<file path="config.mk">
export PLATFORM = sky130hd
export DESIGN_NAME = mem_stage_ctrl
export DESIGN_NICKNAME = d
export VERILOG_FILES = /design/src/rtl/mem_stage_ctrl.sv
export SDC_FILE = /design/constraint.sdc
export NUM_CORES = 1
export LEC_CHECK = 0
export BUFFER_PORTS_ARGS = -buffer_cell sky130_fd_sc_hd__buf_2
export CAP_MARGIN = 20
export CELL_PAD_IN_SITES_DETAIL_PLACEMENT = 1
export CELL_PAD_IN_SITES_GLOBAL_PLACEMENT = 1
export CORE_MARGIN = 5
export CORE_UTILIZATION = 37
export CTS_BUF_LIST = sky130_fd_sc_hd__clkbuf_2 sky130_fd_sc_hd__clkbuf_4 sky130_fd_sc_hd__clkbuf_8
export CTS_CLUSTER_DIAMETER = 30
export DETAILED_ROUTE_END_ITERATION = 8
export PLACE_DENSITY = 0.92
export SYNTH_ARGS = -nofsm -noshare
export SYNTH_HDL_FRONTEND = slang
export SYNTH_SLANG_ARGS = --single-unit
</file>
<file path="constraint.sdc">
create_clock -name clk_i -period 1.8 [get_ports clk_i]
set_input_delay 0 -clock clk_i [delete_from_list [all_inputs] [get_ports clk_i]]
set_output_delay 0 -clock clk_i [all_outputs]
set_load 0.01 [all_outputs]
</file>
<file path="src/rtl/mem_stage_ctrl.sv">
// mem_stage_ctrl: MEM-stage controller for a data memory with variable latency.
// Runs an IDLE -> WAIT -> DONE handshake with the memory, stalls the upstream
// pipeline while an access is in flight, abandons an access after TIMEOUT WAIT
// cycles, and drives the MEM/WB pipeline register.
// Optional feature: define MEM_ALIGN_CHECK_EN to reject misaligned accesses
// (no memory request, one-cycle misalign_o pulse, register write suppressed).
module mem_stage_ctrl #(
  parameter int TIMEOUT = 16
) (
  input  logic        clk_i,
  input  logic        rst_i,
  input  logic [31:0] ALUres_i,
  input  logic [31:0] wrdata_i,
  input  logic        MemRead_i,
  input  logic        MemWrite_i,
  input  logic        RegWrite_i,
  input  logic        MemtoReg_i,
  output logic        stall_o,
  output logic        mem_req_o,
  output logic        mem_we_o,
  output logic [31:0] mem_addr_o,
  output logic [31:0] mem_wdata_o,
  input  logic        mem_ack_i,
  input  logic [31:0] mem_rdata_i,
  output logic [31:0] ALUres_o,
  output logic [31:0] rddata_o,
  output logic        RegWrite_o,
  output logic        MemtoReg_o,
  output logic        err_o,
  output logic        misalign_o
);

  localparam logic [1:0] S_IDLE = 2'd0;
  localparam logic [1:0] S_WAIT = 2'd1;
  localparam logic [1:0] S_DONE = 2'd2;

  localparam logic [7:0] CNT_LAST = 8'(TIMEOUT - 1);

`ifdef MEM_ALIGN_CHECK_EN
  localparam bit ALIGN_CHK = 1'b1;
`else
  localparam bit ALIGN_CHK = 1'b0;
`endif

  logic [1:0]  state_q, state_d;
  logic [7:0]  cnt_q, cnt_d;
  logic [31:0] buf_q, buf_d;
  logic [31:0] addr_q, addr_d;
  logic [31:0] wdata_q, wdata_d;
  logic        we_q, we_d;
  logic        req_q, req_d;
  logic        err_q, err_d;
  logic        mis_q, mis_d;
  logic [31:0] alu_q, alu_d;
  logic [31:0] rd_q, rd_d;
  logic        rw_q, rw_d;
  logic        m2r_q, m2r_d;

  logic access;
  logic misaligned;

  assign access     = MemRead_i | MemWrite_i;
  // With the check compiled out, the low address bits never matter.
  assign misaligned = ALIGN_CHK && (ALUres_i[1:0] != 2'b00);

  // Stall upstream while an access is being launched or is in flight.
  always_comb begin
    stall_o = 1'b0;
    if (!rst_i)
      stall_o = ((state_q == S_IDLE) && access) || (state_q == S_WAIT);
  end

  // Next-state, memory handshake and MEM/WB load selection.
  always_comb begin
    state_d = state_q;
    cnt_d   = cnt_q;
    buf_d   = buf_q;
    addr_d  = addr_q;
    wdata_d = wdata_q;
    we_d    = we_q;
    req_d   = req_q;
    err_d   = err_q;
    mis_d   = 1'b0;
    // Bubble unless a non-stalling cycle overrides it below.
    alu_d   = 32'h0;
    rd_d    = 32'h0;
    rw_d    = 1'b0;
    m2r_d   = 1'b0;
    case (state_q)
      S_IDLE: begin
        if (access) begin
          addr_d  = {ALUres_i[31:2], 2'b00};
          wdata_d = wrdata_i;
          we_d    = MemWrite_i;      // read+write together is treated as a write
          buf_d   = 32'h0;
          cnt_d   = 8'h0;
          mis_d   = misaligned;
          req_d   = !misaligned;
          state_d = misaligned ? S_DONE : S_WAIT;
        end else begin
          alu_d = ALUres_i;
          rw_d  = RegWrite_i;
          m2r_d = MemtoReg_i;
        end
      end
      S_WAIT: begin
        cnt_d = cnt_q + 8'h1;
        if (mem_ack_i) begin
          // Ack beats a coincident timeout and leaves err untouched.
          if (!we_q) buf_d = mem_rdata_i;
          cnt_d   = 8'h0;
          req_d   = 1'b0;
          state_d = S_DONE;
        end else if (cnt_q == CNT_LAST) begin
          buf_d   = 32'hDEAD_BEEF;
          err_d   = 1'b1;
          cnt_d   = 8'h0;
          req_d   = 1'b0;
          state_d = S_DONE;
        end
      end
      S_DONE: begin
        alu_d   = ALUres_i;
        rd_d    = we_q ? 32'h0 : buf_q;
        rw_d    = RegWrite_i & ~mis_q;
        m2r_d   = MemtoReg_i;
        state_d = S_IDLE;
      end
      default: state_d = S_IDLE;
    endcase
  end

  // State and output registers; reset abandons any access in flight.
  always_ff @(posedge clk_i) begin
    if (rst_i) begin
      state_q <= S_IDLE;
      cnt_q   <= 8'h0;
      buf_q   <= 32'h0;
      addr_q  <= 32'h0;
      wdata_q <= 32'h0;
      we_q    <= 1'b0;
      req_q   <= 1'b0;
      err_q   <= 1'b0;
      mis_q   <= 1'b0;
      alu_q   <= 32'h0;
      rd_q    <= 32'h0;
      rw_q    <= 1'b0;
      m2r_q   <= 1'b0;
    end else begin
      state_q <= state_d;
      cnt_q   <= cnt_d;
      buf_q   <= buf_d;
      addr_q  <= addr_d;
      wdata_q <= wdata_d;
      we_q    <= we_d;
      req_q   <= req_d;
      err_q   <= err_d;
      mis_q   <= mis_d;
      alu_q   <= alu_d;
      rd_q    <= rd_d;
      rw_q    <= rw_d;
      m2r_q   <= m2r_d;
    end
  end

  assign mem_req_o   = req_q;
  assign mem_we_o    = we_q;
  assign mem_addr_o  = addr_q;
  assign mem_wdata_o = wdata_q;
  assign ALUres_o    = alu_q;
  assign rddata_o    = rd_q;
  assign RegWrite_o  = rw_q;
  assign MemtoReg_o  = m2r_q;
  assign err_o       = err_q;
  assign misalign_o  = mis_q;

endmodule

</file>
==> results_dict.tcl <==
set metrics [dict create \
    io_pins 238 \
    ys_async_sr_fraction 0 \
    rsz0062_at_grt "yes" \
    layout-drive-gt1-share 0.3691 \
    rows 46 \
    drtIter0Drc 258 \
    hpwl_um 13430 \
    critical_path_class "reg2reg" \
    drt_wl_total_um 24340 \
    root_buffer "clkbuf_8" \
    synth.most_common_cell "dfxtp_1" \
    antenna_found_initial 3 \
    cts_tree "done" \
    clock-sinks 173 \
    finalHoldViolations 0 \
    crit_fanout 6 \
    synth.avg_cell_area_sq_um 10.01 \
    place_ws_ps 37.08 \
    drc 0 \
    maxCapViolCount 0 \
    slew_violations 0 \
    gp_congestion 0.7559 \
    leakage_nw 4.067 \
    clk_pin_slew_ps 100 \
    worstSkewPairLatency_ps 430 \
    hp-class "in2reg" \
    dieArea_sq_um 18380 \
    synth_common_cells "dfxtp_1 (173), nand2_1 (129), a21oi_1 (80)" \
    synth_area_leaders "dfxtp_1 (59%), nand2_1 (8.3%), and2_1 (7.1%)" \
    powerDensity_nw_per_um2 921.8 \
    yosys.area.top_type "dfxtp_1" \
    grt_max_degree 63 \
    synth.top_cell.area_share 0.5937 \
    fmax_mhz 534.4 \
    port_buffers 234 \
    clock_path_buffers 2 \
    netlist_area_sq_um 5833 \
    synth-seq-area-share 0.5937 \
    status "complete, but fails checks" \
    synth_cell_types 38 \
    cp-start-kind "flip-flop" \
    ys_warn_count 0 \
    hold_slack_ps 163.8 \
    wire_per_inst_um 20.99 \
    worst_setup_path_end_kind "flip-flop" \
    fin_crit_ps 1871 \
    synth_ff_type "dfxtp_1" \
    fin_util 0.5790 \
    setup_ws_ps -71.09 \
    cts_buffers 17 \
    setup_viol 26 \
    grt_overflow 0 \
    die_h_um 135.6 \
    start_util 0.3726 \
    syn_to_final_growth_pct 55.38 \
    placed_area_sq_um 7381 \
    core-area_sq_um 15660 \
    grt_pass1_vias 6416 \
    grt_use_total 0.2501 \
    ant_nets 0 \
    violations "setup timing" \
    first_pass_iters 5 \
    synth-seq-cells 173 \
    finalCritPeriodShare 1.039 \
    nNetsFinal 1032 \
    clock_skew_ps 13.66 \
    synth_cells 583 \
    peakVddDrop_uv 417.4 \
    h-tree-depth 4 \
    final_area_sq_um 9064 \
    grt_pass1_wl_um 35390 \
    crit_required_ps 2120 \
    synth_edf_count 0 \
    vias 5711 \
    die_w_um 135.6 \
    vias_per_cell 4.923 \
    cp.arrival_ps 2190 \
]
## metal layers
layer	global-route usage	up-vias	wire length [um]
met3	0.04792	88	1123
met1	0.2555	2766	8585
met4	0.1534	0	1307
met5	0	-	0
li1	-	2610	-
met2	0.4668	247	13330
## layout by cell type (no fill, tap or decap), types with 3 or more instances in the layout
master / n
clkinvlp_4: 4
nor2_1: 12
nor2b_1: 3
o2bb2ai_1: 3
dfxtp_2: 3
dlygate4sd3_1: 101
a22o_1: 8
o2bb2ai_2: 16
conb_1: 3
bufinv_16: 3
buf_4: 21
buf_2: 233
nand2_1: 129
o2bb2ai_4: 6
diode_2: 4
dfxtp_1: 169
a21oi_1: 80
nor3_1: 4
buf_12: 7
clkbuf_8: 17
and2_1: 66
xnor2_1: 6
a21oi_2: 9
## path summary, 6_finish.rpt
check / startpoint / endpoint / slack (ps) / cells past startpoint
worst max register to register: cnt_q[6] / buf_q[2] / -70 / 5
worst max-delay path: cnt_q[6] / buf_q[2] / -70 / 5
worst min-delay path: mem_ack_i / cnt_q[1] / 160 / 5
worst min register to register: mem_addr_o[24] / mem_addr_o[24] / 460 / 2
## cell families (layout without fill, tap and decap cells)
logic type,after synthesis,after routing,share of synthesized area
buffers and inverters,42,396,0.03518
and+or+nand+nor,230,230,0.1943
xor gates and xnor gates,6,6,0.009009
adders and majority gates,1,1,0.002145
DFF,173,173,0.5937
other,1,7,0.0006429
AOI/OAI and AO/OA,130,131,0.1650
## power breakdown
group | internal (mW) | total, mW | switching [mW]
clock network | 1.42 | 2.88 | 1.46
registers | 4.01 | 4.12 | 0.107
logic | 0.599 | 1.36 | 0.757
## through the flow
step                      cells  TNS, ps  total power [mW]
final                      1160   -979.8             8.355
after global routing       1159    -1372             8.696
after CTS                  1153   -11.18             8.288
after detailed placement   1019        0             5.260
after global placement     1019        0             5.214
after floorplan             585        0             4.730
## sequential cells by signal, indices dropped and copies added (netlist names), 2 cells and up
name / count
ALUres_o: 32
buf_q: 32
cnt_q: 8
mem_addr_o: 30
mem_wdata_o: 32
rddata_o: 32
state_q: 2
## critical path, cell delays in order, from the launching register on
cell and delay, ps:
dfxtp_2 330, or4_4 580, o21ai_4 220, a31oi_4 230
buf_8 240, o2bb2ai_2 140
## final cells by class
type,count,area [sq um]
fillers,1776,6591
flip-flops and latches,173,3471
repair buffers,365,2547
multi-input cells,371,2351
well taps,216,270.3
clock buffers,19,249.0
clock inverters,12,165.2
diodes,4,10.01
## what timing repair did
item                                   4_1_cts  5_1_grt
gates resized for setup                      4       22
setup buffers                                1        1
hold buffers                               101        0
setup endpoints to repair                   21       25
endpoints found under the hold margin      132        0
pin swaps                                    1        3
gates cloned                                 1        2
Power figures use the tool's default switching activity.
